$ cat src/rtl/flow_reshaper.sv
// flow_reshaper
//   Streaming pixel reorder engine. Reads an IMG_W x IMG_H image stored in raster order in an
//   external synchronous RAM (1-cycle read latency) and re-emits it in tile order. Tiles are
//   TILE_W x TILE_H, visited in raster order across the image. Pixels are emitted in raster
//   order inside each tile. One read is issued per cycle for the whole frame.
//
// Ports
//   clk      in   single clock, rising edge
//   rstn     in   asynchronous active-low reset
//   ena      in   start request, level-sampled, only honoured when idle
//   rd_en    out  source RAM read strobe
//   rd_addr  out  source RAM raster address y*IMG_W+x
//   rd_data  in   source RAM data, valid the cycle after rd_en/rd_addr
//   wr_en    out  output write strobe (rd_en delayed one cycle)
//   wr_addr  out  output address, sequential 0..IMG_W*IMG_H-1
//   wr_data  out  output pixel, valid one cycle after its wr_en/wr_addr
module flow_reshaper #(
  parameter int unsigned IMG_W  = 320,
  parameter int unsigned IMG_H  = 240,
  parameter int unsigned TILE_W = 8,
  parameter int unsigned TILE_H = 8,
  parameter int unsigned AW     = 20,
  parameter int unsigned DW     = 8
) (
  input  logic          clk,
  input  logic          rstn,
  input  logic          ena,
  output logic          rd_en,
  output logic [AW-1:0] rd_addr,
  input  logic [DW-1:0] rd_data,
  output logic          wr_en,
  output logic [AW-1:0] wr_addr,
  output logic [DW-1:0] wr_data
);

  localparam int unsigned TilesX = IMG_W / TILE_W;
  localparam int unsigned TilesY = IMG_H / TILE_H;
  localparam int unsigned NumPix = IMG_W * IMG_H;

  localparam int unsigned PxW = (TILE_W > 1) ? $clog2(TILE_W) : 1;
  localparam int unsigned PyW = (TILE_H > 1) ? $clog2(TILE_H) : 1;
  localparam int unsigned TxW = (TilesX > 1) ? $clog2(TilesX) : 1;
  localparam int unsigned TyW = (TilesY > 1) ? $clog2(TilesY) : 1;

  // Address deltas applied when the named counter advances. Arithmetic is modulo 2**AW, so
  // the negative tile-column step is simply its two's complement.
  localparam logic [AW-1:0] StepPx = AW'(1);
  localparam logic [AW-1:0] StepPy = AW'(IMG_W - (TILE_W - 1));
  localparam logic [AW-1:0] StepTx = AW'(1 - (TILE_H - 1) * IMG_W);
  localparam logic [AW-1:0] StepTy = AW'(1);

  typedef enum logic [1:0] {StIdle, StRun, StDrain} state_e;

  state_e state_q, state_d;
  logic   drain_q;

  logic [PxW-1:0] px_q, px_d;
  logic [PyW-1:0] py_q, py_d;
  logic [TxW-1:0] tx_q, tx_d;
  logic [TyW-1:0] ty_q, ty_d;
  logic [AW-1:0]  addr_q, addr_d;

  logic          wr_en_q;
  logic [AW-1:0] wr_addr_q;
  logic [DW-1:0] wr_data_q;

  logic px_last, py_last, tx_last, ty_last, frame_last;

  assign px_last    = (px_q == PxW'(TILE_W - 1));
  assign py_last    = (py_q == PyW'(TILE_H - 1));
  assign tx_last    = (tx_q == TxW'(TilesX - 1));
  assign ty_last    = (ty_q == TyW'(TilesY - 1));
  assign frame_last = px_last & py_last & tx_last & ty_last;

  // FSM: state register
  always_ff @(posedge clk or negedge rstn) begin
    if (!rstn) begin
      state_q <= StIdle;
      drain_q <= 1'b0;
    end else begin
      state_q <= state_d;
      // Counts the two DRAIN cycles: wr_en of the last read, then its wr_data.
      drain_q <= (state_q == StDrain) ? ~drain_q : 1'b0;
    end
  end

  // FSM: next-state logic
  always_comb begin
    state_d = state_q;
    unique case (state_q)
      StIdle:  if (ena)        state_d = StRun;
      StRun:   if (frame_last) state_d = StDrain;
      StDrain: if (drain_q)    state_d = StIdle;
      default:                 state_d = StIdle;
    endcase
  end

  // FSM: outputs
  always_comb begin
    rd_en = 1'b0;
    if (state_q == StRun) rd_en = 1'b1;
  end

  // Tile-order address walk, px fastest, then py, tx, ty. All counters and the address wrap
  // to zero after the last read, so the idle address is 0.
  always_comb begin
    px_d   = px_q;
    py_d   = py_q;
    tx_d   = tx_q;
    ty_d   = ty_q;
    addr_d = addr_q;
    if (rd_en) begin
      if (!px_last) begin
        px_d   = px_q + PxW'(1);
        addr_d = addr_q + StepPx;
      end else begin
        px_d = '0;
        if (!py_last) begin
          py_d   = py_q + PyW'(1);
          addr_d = addr_q + StepPy;
        end else begin
          py_d = '0;
          if (!tx_last) begin
            tx_d   = tx_q + TxW'(1);
            addr_d = addr_q + StepTx;
          end else begin
            tx_d = '0;
            if (!ty_last) begin
              ty_d   = ty_q + TyW'(1);
              addr_d = addr_q + StepTy;
            end else begin
              ty_d   = '0;
              addr_d = '0;
            end
          end
        end
      end
    end
  end

  always_ff @(posedge clk or negedge rstn) begin
    if (!rstn) begin
      px_q   <= '0;
      py_q   <= '0;
      tx_q   <= '0;
      ty_q   <= '0;
      addr_q <= '0;
    end else begin
      px_q   <= px_d;
      py_q   <= py_d;
      tx_q   <= tx_d;
      ty_q   <= ty_d;
      addr_q <= addr_d;
    end
  end

  // Write side: wr_en is rd_en one cycle late, which is exactly when rd_data is valid.
  always_ff @(posedge clk or negedge rstn) begin
    if (!rstn) begin
      wr_en_q   <= 1'b0;
      wr_addr_q <= '0;
      wr_data_q <= '0;
    end else begin
      wr_en_q <= rd_en;
      if (wr_en_q) begin
        wr_addr_q <= (wr_addr_q == AW'(NumPix - 1)) ? '0 : wr_addr_q + AW'(1);
        wr_data_q <= rd_data;
      end
    end
  end

  assign rd_addr = addr_q;
  assign wr_en   = wr_en_q;
  assign wr_addr = wr_addr_q;
  assign wr_data = wr_data_q;

endmodule

$ cat config.mk
export PLATFORM = sky130hd
export DESIGN_NAME = flow_reshaper
export DESIGN_NICKNAME = d
export VERILOG_FILES = /design/src/rtl/flow_reshaper.sv
export SDC_FILE = /design/constraint.sdc
export NUM_CORES = 1
export LEC_CHECK = 0
export BUFFER_PORTS_ARGS = -buffer_cell sky130_fd_sc_hd__buf_4
export CAP_MARGIN = 20
export CORE_ASPECT_RATIO = 1.4
export CORE_MARGIN = 2
export CORE_UTILIZATION = 54
export DETAILED_ROUTE_END_ITERATION = 6
export PLACE_DENSITY_LB_ADDON = 0.12
export SYNTH_ARGS = -nofsm -noshare
export SYNTH_HDL_FRONTEND = slang
export SYNTH_SLANG_ARGS = --single-unit
$ cat constraint.sdc
create_clock -name clk -period 6.3 [get_ports clk]
set_clock_uncertainty 0.1 [all_clocks]
set_input_delay 1.26 -clock clk [delete_from_list [all_inputs] [get_ports clk]]
set_output_delay 1.26 -clock clk [all_outputs]
set_load 0.02 [all_outputs]
# Word level (Yosys, flattened, before mapping)
# Index checks and enable logic that the tools add are counted.
# classes
eq_ne	10
bitwise_logic	4
mux	15
n_reduce_logical	5
add_sub_neg	8
# ops
operator	n
$mux 20	5
$add 20x1->20 const B	2
$add 20x20->20 const B	1
$add 20x9->20 const B	1
$eq 20x17->1 const B	1
$add 3x1->3 const B	2
$add 6x1->6 const B	1
$eq 3x3->1 const B	2
$eq 6x6->1 const B	1
$mux 2	3
$mux 3	2
$mux 6	1
$ne 2x2->1 const B	3
$pmux 2 s3	1
$reduce_and 3->1	2
$add 5x1->5 const B	1
$eq 5x5->1 const B	1
$mux 5	1
$reduce_and 4->1	1
$and 1x1->1	3
$eq 2x1->1 const B	1
$eq 2x2->1 const B	1
$logic_not 2->1	1
$mux 1	2
other kinds (2)	2
# totals
inputBits	11
register_bits	69
wordCells	52
out_inout_bits	50

# Logic depth before layout (Yosys ltp)
# logic_depth
depth_word	6
depth_mapped	10
ltp_nobuf	8

# Least setup slack after synthesis
# No wires, ideal clock.
# synth_timing
path_type	register -> output
start	reg state_q[1]
end	out rd_en
stages_incl_launch_ff	4
required_ps	4940
n_path_buf	1
path_slack_ps	3863
t_arrival_ps	1077
path_cell_list	dfrtp_1 > nand2b_1 > clkinv_1 > clkbuf_1
# synth_via
elab_chain_len	2
# synth_rtl
item	line	text
start: declaration	54	state_e state_q, state_d;
start signal: assignment	78	state_q <= StIdle;
start signal: assignment	81	state_q <= state_d;
$eq 2x1->1	101	if (state_q == StRun) rd_en = 1'b1;
$mux 1	101	
end: declaration	28	output logic rd_en,
# No other way between the ends.

# Worst setup path in the final report
# layout_timing
start	reg state_q[0]
end	out rd_en
# Same word-level chain as after synthesis.

==> results.md <==
Min path:
- The class of the most critical hold timing path is reg2reg.

Clocking:
- The post-CTS setup buffer count is 0.
- The clock insertion delay at the later pin of the skew report is 340 ps.
- The number of hold-repair buffers added at the cts stage is 0.
- The post-CTS resize count is 0.
- Clock tree synthesis selected as its root buffer the cell sky130_fd_sc_hd__clkbuf_16.
- TritonCTS built the clock tree.
- The number of CTS-inserted buffers is 9.
- In this run the number of H-tree levels came out at 3.
- The maximum root-to-sink buffer count is 2.
- The clock edge transition at the registers on the reported setup and hold paths is 50 ps.
- The number of sinks handled by clock tree synthesis is 69.

Final layout:
- Measured on the finished design, the core utilization comes to 0.646.
- The final-stage net count is 562.
- The fraction of layout cells with a size suffix above 1 is 0.201.
- Relative to the synthesized area, the layout overhead comes to 17.2%.
- The layout filler cell count is 710.
- The count of inserted antenna diode cells is 0.

Power:
- Of the total power, the share spent switching nets is 0.426.
- The share of total power dissipated in the clock network is 0.230.
- The share of total power dissipated in combinational logic is 0.408.
- The net switching power figure is 916 µW.
- The overall power is 2150 µW.
- The relative contribution of sequential cells to total power is 0.362.
- For this design the ratio of total power to cell area is 414 nW/µm².
- The internal power summed over all cells is 1230 µW.
- The worst ir drop on vdd is 0.220 mV.
- The static leakage is 0.00220 µW.

Floorplanning:
- The area of the core region is 8050 µm².
- For this configuration, the core starts out at a cell density of 0.551.
- The initialized floorplan defines 39 standard-cell rows.
- The total I/O pin count is 61.
- The die height is 111 µm.
- The area enclosed by the die boundary is 8960 µm².
- The die is 80.6 µm wide.

Yosys:
- After technology mapping, the gate count stands at 499.
- After synthesis, the cell types taking the most area are sky130_fd_sc_hd__dfrtp_1 (39%), sky130_fd_sc_hd__nand2_1 (5.5%), sky130_fd_sc_hd__xnor2_1 (3.9%).
- The post-synthesis average cell area is 8.89 µm².
- The share of synthesized flip-flops with an asynchronous set or reset is 1.00.
- When the netlist entered floorplanning its net count stood at 519.
- After synthesis, the share of cell area in mux cells is 0.0375.
- Of all cell types, the one taking the most synthesized area is sky130_fd_sc_hd__dfrtp_1.
- The mapped netlist covers 4440 µm².
- The compound-gate portion of the synthesized area is 0.216.
- Of the total synthesized cell area, the portion taken by AND, OR, NAND and NOR gates is 0.221.
- The parity-gate share of the synthesized area counting xor and xnor cells is 0.0711.
- During synthesis, Yosys emitted a total of 0 warnings.
- The share of the yosys chip area belonging to registers is 0.389.
- The adder-cell area share of the yosys netlist is 0.0254.
- The synthesized design contains 0 enable-type register cells.
- The dominant combinational cell family by area after synthesis is simple AND/OR/NAND/NOR gates.
- The distinct cell type count after synthesis is 67.
- The top-area cell type share of the netlist area is 0.389.
- The leading register cell type out of synthesis is sky130_fd_sc_hd__dfrtp_1.
- After synthesis the netlist holds a flip-flop and latch count of 69.

Global route:
- The first-pass GRT wire length is 19500 µm.
- The via count of the first global-routing pass was 3975.
- Entering global routing, the biggest net connects 70 pins.
- The total congestion overflow after global routing is 0.
- The global router's overall resource usage is 0.283.
- The number of antenna violations at the first check in global routing is 0.

Drt:
- The detail route stage leaves a number of antenna-violating nets equal to 0.
- The number of vias per cell is 6.40.
- The DRC violation count after routing is 0.
- Dividing the detail-routed wire length by the instance count gives 18.4 µm.
- Detailed routing inserted a total of 4147 vias.
- The detailed-routing iteration count for the pre-antenna-repair pass is 5.
- The violation count after the first detailed-routing iteration is 402.
- The sum of routed wire length over all layers is 11900 µm.

Placement:
- During placement, the flow inserted port buffers numbering 60.
- The weighted congestion at the end of routability-driven global placement is 0.986.
- The post-detailed-placement half-perimeter wirelength is 8260 µm.
- OpenSTA, run right after detailed placement, puts the worst setup slack at 3720 ps.

Worst setup path:
- For the worst setup path, the data arrival time is 1440 ps.
- The critical path required time is 4940 ps.
- The critical setup path kind is reg2out.
- The largest fanout on the critical path is 23.
- The worst setup path is launched from a flop.
- The endpoint class of the critical path is a primary output.

Timing:
- The share of the clock period used by the worst path after layout is 0.444.
- The final critical delay including setup and external delays is 2800 ps.
- The worst path meets setup with 3500 ps of slack.
- The worst max-slew margin expressed relative to the limit is 0.387.
- The peak clock frequency supported by timing is 358 MHz.
- The number of slew-limit violations in the final report is 0.
- Setup repair after global routing left no endpoint under its margin.
- The worst hold slack after final layout is 318 ps.
- The count of final setup violators is 0.
- The hold violation total from the final report is 0.
- The slew at the pin closest to its max-slew limit is 912 ps.
- In the final timing run, aggregate negative setup slack is 0 ps.

Run status:
- The run finished with clean final reports.

Job:
- Across the run, the number of max-cap violations was 0.
[through the flow]
step                      std cells  instance area (µm²)
after floorplan                 499                 4440
after global placement          633                 4910
after detailed placement        633                 4910
after CTS                       648                 5200
after global routing            648                 5200
final                           648                 5200
[final cells by class]
class | count | area, µm² | area share
flip-flops and latches | 69 | 1730 | 0.332
clock buffers | 11 | 243 | 0.0467
clock inverters | 4 | 48.8 | 0.00939
well taps | 102 | 128 | 0.0245
inverters | 9 | 33.8 | 0.00650
repair buffers | 65 | 488 | 0.0939
multi-input cells | 388 | 2530 | 0.487
[metal layers]
| layer | GRT usage | routed length, µm | up-vias |
|---|---|---|---|
| met5 | 0 | 0 | - |
| met4 | 0.168 | 658 | 0 |
| met3 | 0.0635 | 994 | 68 |
| met2 | 0.440 | 5610 | 221 |
| met1 | 0.353 | 4650 | 1946 |
| li1 | - | - | 1912 |
[Yosys cell counts, types with 3 or more instances]
cell type / instances
sky130_fd_sc_hd__nand4b_1: 3
sky130_fd_sc_hd__o22ai_1: 6
sky130_fd_sc_hd__inv_1: 8
sky130_fd_sc_hd__a21oi_1: 27
sky130_fd_sc_hd__and3_1: 10
sky130_fd_sc_hd__nand3_1: 19
sky130_fd_sc_hd__or2_2: 4
sky130_fd_sc_hd__a221o_1: 3
sky130_fd_sc_hd__buf_2: 7
sky130_fd_sc_hd__xor2_1: 16
sky130_fd_sc_hd__o211ai_1: 5
sky130_fd_sc_hd__mux2_2: 13
sky130_fd_sc_hd__xnor2_1: 20
sky130_fd_sc_hd__a311oi_1: 3
sky130_fd_sc_hd__or4_1: 3
sky130_fd_sc_hd__ha_1: 9
sky130_fd_sc_hd__a211oi_1: 3
sky130_fd_sc_hd__o31ai_1: 4
sky130_fd_sc_hd__and4_1: 4
sky130_fd_sc_hd__nand2_1: 65
sky130_fd_sc_hd__a21o_1: 3
sky130_fd_sc_hd__dfrtp_1: 69
sky130_fd_sc_hd__clkbuf_1: 20
sky130_fd_sc_hd__o21ai_0: 33
sky130_fd_sc_hd__a31oi_1: 3
sky130_fd_sc_hd__nor2_1: 44
sky130_fd_sc_hd__nand4_1: 11
sky130_fd_sc_hd__a221oi_1: 6
sky130_fd_sc_hd__or3_1: 4
sky130_fd_sc_hd__o221ai_1: 7
sky130_fd_sc_hd__and2_1: 7
sky130_fd_sc_hd__buf_1: 4
sky130_fd_sc_hd__nor3_1: 10
[sequential cells by signal (all words and copies together) (netlist names), 2 cells and up]
register	flops
state_q	2
wr_addr	20
wr_data	8
ty_q	5
rd_addr	20
py_q	3
px_q	3
tx_q	6
[final timing paths]
| check | slack [ps] | from | endpoint | cells past startpoint |
|---|---|---|---|---|
| max in group asynchronous | 4610 | rstn | tx_q[2]$_DFFE_PN0P_ | 1 |
| worst min-delay path | 320 | drain_q$_DFF_PN0_ | drain_q$_DFF_PN0_ | 1 |
| worst max register to register | 3630 | rd_addr[7]$_DFFE_PN0P_ | rd_addr[12]$_DFFE_PN0P_ | 6 |
| min in group asynchronous | 930 | rstn | wr_data[1]$_DFFE_PN0P_ | 1 |
| worst max-delay path | 3500 | state_q[0]$_DFFE_PN0P_ | rd_en | 4 |
| worst min register to register | 320 | drain_q$_DFF_PN0_ | drain_q$_DFF_PN0_ | 1 |
[cells by family after synthesis]
family | Yosys count
muxes | 15
buffers and inverters | 42
adders and majority gates | 9
DFF | 69
AOI/OAI and AO/OA | 130
xor gates and xnor gates | 36
and+or+nand+nor | 198
[critical path: stages (launching register included)]
cell	delay (ps)
sky130_fd_sc_hd__dfrtp_1	400
sky130_fd_sc_hd__nand2b_1	90
sky130_fd_sc_hd__buf_4	290
sky130_fd_sc_hd__clkinv_1	130
sky130_fd_sc_hd__buf_4	170
[layout by cell type (no fill, tap or decap), types with 10 or more instances in the layout]
| cell type | instances |
|---|---|
| sky130_fd_sc_hd__and3_1 | 10 |
| sky130_fd_sc_hd__a21oi_1 | 27 |
| sky130_fd_sc_hd__xor2_1 | 16 |
| sky130_fd_sc_hd__nand3_1 | 19 |
| sky130_fd_sc_hd__dfrtp_1 | 69 |
| sky130_fd_sc_hd__mux2_2 | 13 |
| sky130_fd_sc_hd__xnor2_1 | 20 |
| sky130_fd_sc_hd__nand4_1 | 11 |
| sky130_fd_sc_hd__buf_4 | 65 |
| sky130_fd_sc_hd__nand2_1 | 65 |
| sky130_fd_sc_hd__nor3_1 | 10 |
| sky130_fd_sc_hd__o21ai_0 | 33 |
| sky130_fd_sc_hd__nor2_1 | 44 |
[power by group through the flow]
| stage | clock network (µW) | logic, µW | registers, µW |
|---|---|---|---|
| after floorplan | 0 | 599 | 759 |
| after global placement | 0 | 851 | 774 |
| after detailed placement | 0 | 867 | 778 |
| after CTS | 508 | 870 | 772 |
| after global routing | 534 | 961 | 803 |
| final | 495 | 877 | 778 |
(Power assumes the default switching activity.)
